===== config.mk =====
export PLATFORM = sky130hd
export DESIGN_NAME = mux_sel_arbiter
export DESIGN_NICKNAME = d
export VERILOG_FILES = /design/src/rtl/mux_sel_arbiter_pkg.sv /design/src/rtl/mux_sel_arbiter_rr_pick4.sv /design/src/rtl/mux_sel_arbiter.sv
export SDC_FILE = /design/constraint.sdc
export NUM_CORES = 1
export LEC_CHECK = 0
export ABC_CLOCK_PERIOD_IN_PS = 2000
export CORE_ASPECT_RATIO = 1.5
export CORE_UTILIZATION = 25
export DETAILED_ROUTE_END_ITERATION = 10
export PLACE_DENSITY = 0.45
export SLEW_MARGIN = 20
export SYNTH_ARGS = -nofsm -noshare
export SYNTH_HDL_FRONTEND = slang
export SYNTH_HIERARCHICAL = 1
export SYNTH_SLANG_ARGS = --single-unit

===== constraint.sdc =====
create_clock -name clk -period 2 [get_ports clk]
set_input_delay 0.3 -clock clk [delete_from_list [all_inputs] [get_ports clk]]
set_output_delay 0.3 -clock clk [all_outputs]
set_load 0.02 [all_outputs]

===== src/rtl/mux_sel_arbiter_pkg.sv =====
// Shared definitions for the 4-way round-robin mux-select arbiter.
package mux_sel_arbiter_pkg;

  // Arbiter FSM states.
  typedef enum logic {
    IDLE = 1'b0,
    OWN  = 1'b1
  } state_t;

  // Channel indices as seen on the downstream 4:1 mux select.
  localparam logic [1:0] CH_A = 2'd0;
  localparam logic [1:0] CH_B = 2'd1;
  localparam logic [1:0] CH_C = 2'd2;
  localparam logic [1:0] CH_D = 2'd3;

  // One-hot decode of a channel index.
  function automatic logic [3:0] ch_onehot(input logic [1:0] idx);
    logic [3:0] oh;
    oh = '0;
    case (idx)
      CH_A:    oh = 4'b0001;
      CH_B:    oh = 4'b0010;
      CH_C:    oh = 4'b0100;
      CH_D:    oh = 4'b1000;
      default: oh = '0;
    endcase
    return oh;
  endfunction

endpackage


===== src/rtl/mux_sel_arbiter_rr_pick4.sv =====
// Combinational 4-way rotating-priority picker: returns the first set
// request scanning ptr, ptr+1, ... (mod 4). Reusable by other arbiters.
module rr_pick4 (
  input  logic [3:0] req,
  input  logic [1:0] ptr,
  output logic [1:0] idx,
  output logic       any
);

  // Scan the four candidates in rotated order; first hit wins.
  always_comb begin
    logic       found;
    logic [1:0] cand;
    idx   = '0;
    found = 1'b0;
    cand  = '0;
    for (int unsigned i = 0; i < 4; i++) begin
      cand = ptr + 2'(i);
      if (!found && req[cand]) begin
        idx   = cand;
        found = 1'b1;
      end
    end
    any = |req;
  end

endmodule


===== src/rtl/mux_sel_arbiter.sv =====
// Round-robin arbiter producing the 2-bit select for a downstream 4:1 mux.
// One owner at a time, held until done, request drop or hold timeout,
// with a single idle bubble between owners.
module mux_sel_arbiter
  import mux_sel_arbiter_pkg::*;
#(
  parameter int unsigned MAX_HOLD = 16,
  parameter int unsigned HOLD_W   = 5
) (
  input  logic       clk,
  input  logic       rst_n,
  input  logic [3:0] req,
  input  logic       done,
  output logic [1:0] sel,
  output logic [3:0] grant,
  output logic       valid,
  output logic       timeout
);

  state_t            state;
  state_t            state_nxt;
  logic [1:0]        sel_nxt;
  logic              valid_nxt;
  logic              timeout_nxt;
  logic [1:0]        ptr;
  logic [1:0]        ptr_nxt;
  logic [HOLD_W-1:0] hold_cnt;
  logic [HOLD_W-1:0] hold_nxt;
  logic [1:0]        pick_idx;
  logic              pick_any;

  rr_pick4 u_pick (
    .req (req),
    .ptr (ptr),
    .idx (pick_idx),
    .any (pick_any)
  );

  // State, select, pointer and hold counter registers.
  always_ff @(posedge clk or negedge rst_n) begin
    if (!rst_n) begin
      state    <= IDLE;
      sel      <= CH_A;
      valid    <= 1'b0;
      timeout  <= 1'b0;
      ptr      <= CH_A;
      hold_cnt <= '0;
    end else begin
      state    <= state_nxt;
      sel      <= sel_nxt;
      valid    <= valid_nxt;
      timeout  <= timeout_nxt;
      ptr      <= ptr_nxt;
      hold_cnt <= hold_nxt;
    end
  end

  // Next-state logic: grant from IDLE, release from OWN with done/drop
  // taking priority over the forced hold-limit release.
  always_comb begin
    state_nxt   = state;
    sel_nxt     = sel;
    valid_nxt   = valid;
    timeout_nxt = 1'b0;
    ptr_nxt     = ptr;
    hold_nxt    = hold_cnt;
    case (state)
      IDLE: begin
        if (pick_any) begin
          state_nxt = OWN;
          sel_nxt   = pick_idx;
          valid_nxt = 1'b1;
          hold_nxt  = '0;
        end
      end
      OWN: begin
        if (done || !req[sel]) begin
          state_nxt = IDLE;
          valid_nxt = 1'b0;
          ptr_nxt   = sel + 2'd1;
        end else if (hold_cnt == HOLD_W'(MAX_HOLD - 1)) begin
          state_nxt   = IDLE;
          valid_nxt   = 1'b0;
          timeout_nxt = 1'b1;
          ptr_nxt     = sel + 2'd1;
        end else begin
          hold_nxt = hold_cnt + HOLD_W'(1);
        end
      end
      default: begin
        state_nxt = IDLE;
        valid_nxt = 1'b0;
      end
    endcase
  end

  // Grant is a pure decode of registered state.
  always_comb begin
    grant = valid ? ch_onehot(sel) : '0;
  end

endmodule


# Word level (Yosys, flattened, before mapping)

Index checks and enable logic that the tools add are counted.
Widths: inputs -> output; s select.

Bits of input ports: 7
Logic and storage cells: 76
Output and inout port bits: 8
Register bits after elaboration: 12

Eq/ne operators: 8
$lt $le $gt $ge: 5
Bitwise logic cells: 1
$add $sub $neg: 5
Reductions and logical operators: 15
Mux-type cells: 36

Operators with widths:

| operator            | number |
|---|---|
| $mux 1              | 17 |
| $pmux 4 s4          | 1 |
| $lt 2x3->1 const B  | 5 |
| $mux 5              | 3 |
| $mux 2              | 6 |
| $bmux 1 s2          | 5 |
| $pmux 5 s2          | 1 |
| $ne 2x2->1 const B  | 3 |
| $reduce_and 2->1    | 3 |
| $add 5x1->5 const B | 1 |
| $eq 5x4->1 const B  | 1 |
| $add 2x1->2 const B | 2 |
| $add 2x2->2 const B | 2 |
| $eq 2x2->1 const B  | 2 |
| $logic_not 1->1     | 4 |
| $mux 4              | 1 |
| $pmux 1 s2          | 2 |
| $reduce_or 4->1     | 1 |
| $logic_and 1x1->1   | 3 |
| $ne 3x1->1 const B  | 1 |
| $reduce_and 3->1    | 1 |
| $eq 2x1->1 const B  | 1 |
| $logic_not 2->1     | 1 |
| $reduce_bool 2->1   | 1 |
| other kinds (2)     | 2 |

# Depth between registers and ports, before layout

Gate-level depths: netlist (run 1).

Depth after elaboration: 12
Gate-level depth with buffers: 7
Depth with buffers taken out: 7

# Hierarchy

The synthesis (run 1) kept the hierarchy.

By module, submodules not included:

| module          | seq. area each (um2) | cells an instance | area an instance (um2) | times used |
|---|---|---|---|---|
| mux_sel_arbiter | 300.3                | 81                | 770.7                  | 1 |
| rr_pick4        | 0.0                  | 15                | 77.6                   | 1 |

# Worst setup path before layout (run 1)

No wires, ideal clock.

Kind: register to register
Start point: reg hold_cnt[0]
End point: reg hold_cnt[3]
Period minus slack after synthesis: 2.052 ns
Path slack: -0.052 ns
Arrival: 1.983 ns
Stages on the path, launching flop included: 7
Library setup time: 0.069 ns
Path buffers: 0
Required time: 1.931 ns
Cell sequence: dfrtp_1 -> ha_1 -> and3_1 -> ha_1 -> or4_4 -> a2111o_1 -> nand3_1

Cells in the longest elaborated chain, start to end: 4
Elaborated cells on any way between the ends: 7
Those cells by class: add/sub (1); eq/ne (2); mux (3); reduce/logical (1)

Ends and longest elaborated chain:

| what                   | RTL line              | text |
|---|---|---|
| start, declared        | mux_sel_arbiter.sv:27 | `logic [HOLD_W-1:0] hold_cnt;` |
| start signal, assigned | mux_sel_arbiter.sv:54 | `hold_cnt <= hold_nxt;` |
| $add 5x1->5            | mux_sel_arbiter.sv:87 | `hold_nxt = hold_cnt + HOLD_W'(1);` |
| $mux 5                 | mux_sel_arbiter.sv:81 | `end else if (hold_cnt == HOLD_W'(MAX_HOLD - 1)) begin` |
| $mux 5                 | mux_sel_arbiter.sv:77 | `if (done \|\| !req[sel]) begin` |
| $pmux 5 s2             | mux_sel_arbiter.sv:67 | `case (state)` |

Several ways; a longest one is shown, not always the timed one. The select of a mux whose other input is x is not followed.
A chain may end at the register's enable or synchronous reset.

# Final worst setup path (run 1)

Same ends and word-level chain as after synthesis.

==> impl_metrics.env, run 1 <==
export IMPL_die_height_um=73.3
export IMPL_routed_via_count=829
export IMPL_finalWorstSetupSlack_ps=62.8
export IMPL_cp_startpoint="hold_cnt[0]$_DFFE_PN0P_"
export IMPL_via_per_inst=4.88
export IMPL_grt_usage_pct=13.6
export IMPL_final_antenna_net_count=0
export IMPL_syn_nets=110
export IMPL_first_pass_iters=4
export IMPL_dpl_hpwl_mm=1.80
export IMPL_clkLatencyLatePin_ps=240
export IMPL_irDropWorstVdd_mv=0.621
export IMPL_setup_viol=0
export IMPL_synthArstFlopShare_pct=100
export IMPL_arrival_ps=2110
export IMPL_path_cells="ha_2 > and3_4 > ha_4 > or4_4 > a2111o_1 > nand3_1"
export IMPL_cts_root_buf="clkbuf_8"
export IMPL_drive_gt1_share_pct=25.4
export IMPL_rrSetupSlack_ps=60
export IMPL_synth_edf_count=0
export IMPL_overflow=0
export IMPL_skew_ps=3.75
export IMPL_synthFlopType="dfrtp_1"
export IMPL_maxSlewViolCount=0
export IMPL_synthAdderAreaFrac_pct=10.3
export IMPL_syn_instance_count=96
export IMPL_dpl_cell_area_um2=1160
export IMPL_syn_area_per_cell_um2=8.84
export IMPL_yosys_area_share_simple_pct=23.2
export IMPL_avgRoutedWirePerCell_um=13.2
export IMPL_worstSetupStartpointType="register"
export IMPL_cp_end_kind="register"
export IMPL_ys_warn_count=6
export IMPL_hold_buffers=0
export IMPL_pre_cts_slack_ps=-46.0
export IMPL_dieWidth_um=49.6
export IMPL_reg2regPathDepth=6
export IMPL_cp_slowest_cell="or4_4"
export IMPL_synth_cell_area_um2=848
export IMPL_initial_utilization_pct=26.6
export IMPL_gp_congestion=0.754
export IMPL_syn2layout_area_growth_pct=47.6
export IMPL_synth_mux_area_fraction_pct=3.83
export IMPL_hold_viol=0
export IMPL_r2r_start="hold_cnt[0]$_DFFE_PN0P_"
export IMPL_slowest_delay_ps=520
export IMPL_critical_path_class="reg2reg"
export IMPL_status="finished, final reports clean"
export IMPL_wl_mm=2.25
export IMPL_clkSinkCount=12
export IMPL_drtIter0Drc=9
export IMPL_ys_types=35
export IMPL_path_max_fanout=3
export IMPL_synth_xor_area_share_pct=0
export IMPL_maxSlewHeadroom_pct=61.5
export IMPL_netlist_top_cells_count="dfrtp_1, inv_1"
export IMPL_cts_max_level=1
export IMPL_clockBufferDepth=2
export IMPL_hold_class="in2async"
export IMPL_drv_cap=0
export IMPL_numCtsBuffers=3
export IMPL_fin_crit_ps=1940
export IMPL_synth_compound_gate_area_share_pct=20.9
export IMPL_row_count=25
export IMPL_synth_largest_area_cell="dfrtp_1"
export IMPL_power_leakage_nw=0.613
export IMPL_power_density_nw_per_um2=1240
export IMPL_timing_rr_end="hold_cnt[3]$_DFFE_PN0P_"
export IMPL_max_freq_mhz=516
export IMPL_ys_ff_latch=12
export IMPL_antennaDiodeCount=0
export IMPL_synth_seq_area_share_pct=35.4
export IMPL_synth_top_family_by_area="simple AND/OR/NAND/NOR gates"
export IMPL_die_area_um2=3630
export IMPL_post_synth_top_count_cell="dfrtp_1"
export IMPL_synth_area_top_cells="dfrtp_1, ha_1, inv_1, a21oi_1, nand3_1"
export IMPL_post_route_period_util_pct=96.9
export IMPL_fin_area_um2=1250
export IMPL_io_buffers=14
export IMPL_post_cts_buffers=0
export IMPL_cp_required_ps=2170
export IMPL_yosysTopAreaCellShare_pct=35.4
export IMPL_antenna_found_initial=0
export IMPL_ios=15
export IMPL_drc_errors=0
export IMPL_grt_max_degree=16
export IMPL_clk_pin_slew_worst_paths_ps=60
export IMPL_nets=145
export IMPL_worstSetupEndpoint="hold_cnt[3]$_DFFE_PN0P_"
export IMPL_rsz0062_at_grt="yes"
export IMPL_coreArea_um2=3190
export IMPL_grt_pass1_vias=842
export IMPL_cts_tree="yes"
export IMPL_tightest_slew_ps=576
export IMPL_grt_pass1_wl_mm=3.68
[kinds of logic (layout without fill, tap and decap cells)]
logic type	count (synthesis)	count (layout)
and+or+nand+nor	36	36
AOI/OAI and AO/OA	26	26
DFF	12	12
buffers and inverters	12	46
adders and majority gates	7	7
muxes	3	3
[cell usage in the layout, fill, tap and decap left out, types with 2 or more instances in the layout]
cell type and instances:
dlymetal6s2s_1 2, clkbuf_8 4, a21oi_1 7, o21ai_0 7, and3_4 2, mux2_2 2, ha_1 5, a32o_1 2
clkdlybuf4s50_1 12, and2_1 4, nand4_1 3, dfrtp_1 12, buf_4 17, nand3_1 7, nand2_1 4, inv_1 10
nor2_1 6
[worst min path at each step]
stage / end / cells past startpoint
floorplan: hold_cnt[0]$_DFFE_PN0P_ / 0
global placement: hold_cnt[4]$_DFFE_PN0P_ / 1
detailed placement: hold_cnt[4]$_DFFE_PN0P_ / 1
CTS: hold_cnt[1]$_DFFE_PN0P_ / 1
global route: state$_DFF_PN0_ / 1
finish: hold_cnt[1]$_DFFE_PN0P_ / 1
[metal layers]
metal / routed length [µm] / GRT usage [%]
met1: 872 / 13.1
met2: 1240 / 27.2
met3: 83 / 1.86
met4: 55 / 6.98
met5: 0 / 0
[through the flow]
step	setup TNS [ps]	std cells	hold WS (ps)	total power, mW	utilization (%)
2_1_floorplan	0	96	4.41	0.907	-
3_3_place_gp	-50.3	166	481	1.28	36.3
3_5_place_dp	-68.5	166	490	1.28	36.3
4_1_cts	0	170	464	1.56	38.3
5_1_grt	-0.654	170	491	1.67	39.3
6_report	0	170	426	1.55	39.3
[final cells by class]
class	count	area (µm²)
inverter	11	41.3
sequential	12	300
timing repair buffer	31	273
clock buffer	4	55.1
fill	332	1940
multi-input combinational	72	533
tap	40	50.0
[sequential cells by signal, indices dropped and copies added (netlist names)]
register / flops
sel: 2
valid: 1
state: 1
ptr: 2
hold_cnt: 5
timeout: 1
[where the power goes]
part	switching [mW]	internal [mW]	leakage (nW)	total [mW]
clock	0.0970	0.174	0.0288	0.271
sequential	0.0961	0.343	0.153	0.439
combinational	0.427	0.410	0.431	0.838
[worst max-delay path: cells and delay by family, from the launching register on]
family	cells	cell delay, ps
AO/OA/AOI/OAI	1	370
adder cells (fa/ha/maj)	2	350
flip-flops	1	380
AND/OR/NAND/NOR	3	780
[timing repair]
action,4_1_cts,5_1_grt
gates resized for setup,2,6
pin swaps,1,2
endpoints found under the setup margin,2,6
Note: power is estimated with default switching activity, not from simulation.
==> run 2, diff against run 1 <==
Settings changed: SKIP_LAST_GASP from default to 1.
==> run 2 against run 1 <==
Compared with the run above: sequential cell count unchanged; critical path depth unchanged; non-clock buffer count unchanged; wire length decreased by 1.2%; sequential share of layout area unchanged; first-iteration DRC count decreased by 11%; setup slack got worse by 9.5 ps; die area unchanged; power decreased by 0.14%; clock power about the same; fmax decreased by 0.49%; highest routed layer unchanged.
==> impl_metrics.env, run 2 (synthesized netlist as in run 1, its figures left out) <==
export IMPL_numCtsBuffers=3
export IMPL_io_buffers=14
export IMPL_grt_usage_pct=13.6
export IMPL_status="finished, final reports clean"
export IMPL_multi_input_area_um2=533
export IMPL_worstSetupStartpointType="register"
export IMPL_dpl_hpwl_mm=1.80
export IMPL_dieWidth_um=49.6
export IMPL_hold_buffers=0
export IMPL_power_leakage_nw=0.613
export IMPL_arrival_ps=2120
export IMPL_grt_pass1_vias=842
export IMPL_maxSlewViolCount=0
export IMPL_fill_cells=332
export IMPL_wl_mm=2.22
export IMPL_dpl_cell_area_um2=1160
export IMPL_overflow=0
export IMPL_final_antenna_net_count=0
export IMPL_max_freq_mhz=514
export IMPL_cts_max_level=1
export IMPL_antenna_found_initial=0
export IMPL_timing_rr_end="hold_cnt[3]$_DFFE_PN0P_"
export IMPL_final_common_cell="buf_4"
export IMPL_cts_root_buf="clkbuf_8"
export IMPL_intPower_uw=927
export IMPL_largest_register="hold_cnt"
export IMPL_register_area_um2=300
export IMPL_cts_tree="yes"
export IMPL_critical_path_class="reg2reg"
export IMPL_avgRoutedWirePerCell_um=13.1
export IMPL_hold_class="in2async"
export IMPL_clkLatencyLatePin_ps=240
export IMPL_via_per_inst=4.94
export IMPL_largest_reg_flops=5
export IMPL_nets=145
export IMPL_ios=15
export IMPL_final_cells=170
export IMPL_clkSinkCount=12
export IMPL_skew_ps=4.05
export IMPL_layout_common_cells="buf_4, dfrtp_1, clkdlybuf4s50_1"
export IMPL_fin_crit_ps=1950
export IMPL_post_route_util_pct=39.3
export IMPL_syn2layout_area_growth_pct=47.6
export IMPL_fin_area_um2=1250
export IMPL_pwr_share_comb_pct=54.1
export IMPL_hold_viol=0
export IMPL_setup_viol=0
export IMPL_p_seq_share_pct=28.3
export IMPL_switching_share_pct=40.0
export IMPL_grt_pass1_wl_mm=3.68
export IMPL_power_density_nw_per_um2=1230
export IMPL_reg_top3="hold_cnt: 5 flops, ptr: 2 flops, sel: 2 flops"
export IMPL_dp_cells=166
export IMPL_cp_end_kind="register"
export IMPL_r2r_start="hold_cnt[0]$_DFFE_PN0P_"
export IMPL_initial_utilization_pct=26.6
export IMPL_path_max_fanout=3
export IMPL_first_pass_iters=4
export IMPL_reg2regPathDepth=6
export IMPL_clk_pin_slew_worst_paths_ps=60
export IMPL_gp_congestion=0.754
export IMPL_cp_required_ps=2170
export IMPL_drv_cap=0
export IMPL_antennaDiodeCount=0
export IMPL_clockPowerShare_pct=17.5
export IMPL_clockBufferDepth=2
export IMPL_drtIter0Drc=8
export IMPL_irDropWorstVdd_mv=0.614
export IMPL_row_count=25
export IMPL_die_height_um=73.3
export IMPL_tightest_slew_ps=577
export IMPL_coreArea_um2=3190
export IMPL_maxSlewHeadroom_pct=61.4
export IMPL_routed_via_count=839
export IMPL_rrSetupSlack_ps=50
export IMPL_post_cts_buffers=0
export IMPL_grt_max_degree=16
export IMPL_die_area_um2=3630
export IMPL_power_switching_uw=618
export IMPL_post_route_period_util_pct=97.3
export IMPL_rsz0062_at_grt="yes"
export IMPL_holdWs_ps=426
export IMPL_drive_gt1_share_pct=25.4
export IMPL_drc_errors=0
-- run 2: cell counts in the layout (fill, tap and decap cells not counted) --
Identical to the previous run, type by type.
-- run 2: metrics by stage --
| step | TNS, ps | setup slack, ps | total power [mW] |
|---|---|---|---|
| after floorplan | 0 | 10.7 | 0.907 |
| after global placement | -50.3 | -28.9 | 1.28 |
| after detailed placement | -68.5 | -46.0 | 1.28 |
| after CTS | 0 | 3.18 | 1.56 |
| after global routing | -17.6 | -17.6 | 1.67 |
| final | 0 | 53.4 | 1.55 |
-- run 2: how the worst max path moves through the flow --
| stage | endpoint | cells past startpoint | from | slack (ps) |
|---|---|---|---|---|
| 2_1_floorplan | hold_cnt[3]$_DFFE_PN0P_ | 6 | hold_cnt[0]$_DFFE_PN0P_ | 10 |
| 3_3_place_gp | hold_cnt[0]$_DFFE_PN0P_ | 6 | hold_cnt[0]$_DFFE_PN0P_ | -30 |
| 3_5_place_dp | hold_cnt[4]$_DFFE_PN0P_ | 6 | hold_cnt[0]$_DFFE_PN0P_ | -50 |
| 4_1_cts | hold_cnt[4]$_DFFE_PN0P_ | 9 | hold_cnt[0]$_DFFE_PN0P_ | 3 |
| 5_1_grt | hold_cnt[3]$_DFFE_PN0P_ | 6 | hold_cnt[0]$_DFFE_PN0P_ | -20 |
| 6_report | hold_cnt[3]$_DFFE_PN0P_ | 6 | hold_cnt[0]$_DFFE_PN0P_ | 50 |
-- run 2: layer usage --
metal	track usage, %	share of wire [%]
met5	0	0
met4	6.98	2.5
met3	1.86	3.7
met2	27.2	56
met1	13.1	38
-- run 2: repair_timing --
item	4_1_cts	5_1_grt
pin swaps	1	1
setup endpoints to repair	2	6
resized for setup	2	6
-- run 2: critical path, stage by stage, from the launching register on --
cell      delay, ps
dfrtp_1         380
ha_2            190
and3_4          190
ha_4            160
or4_4           520
a2111o_1        370
nand3_1          80
-- run 2: power groups by stage --
stage | clock network (mW) | logic, mW | registers, mW
after floorplan | 0 | 0.416 | 0.491
after global placement | 0 | 0.835 | 0.442
after detailed placement | 0 | 0.840 | 0.445
after CTS | 0.278 | 0.847 | 0.440
after global routing | 0.286 | 0.931 | 0.454
final | 0.271 | 0.837 | 0.438
-- run 2: final cells by class --
cell class | instances | area share [%]
clock buffers | 4 | 4.40
inverters | 11 | 3.30
multi-input cells | 72 | 42.6
flip-flops and latches | 12 | 24.0
well taps | 40 | 4.00
repair buffers | 31 | 21.8
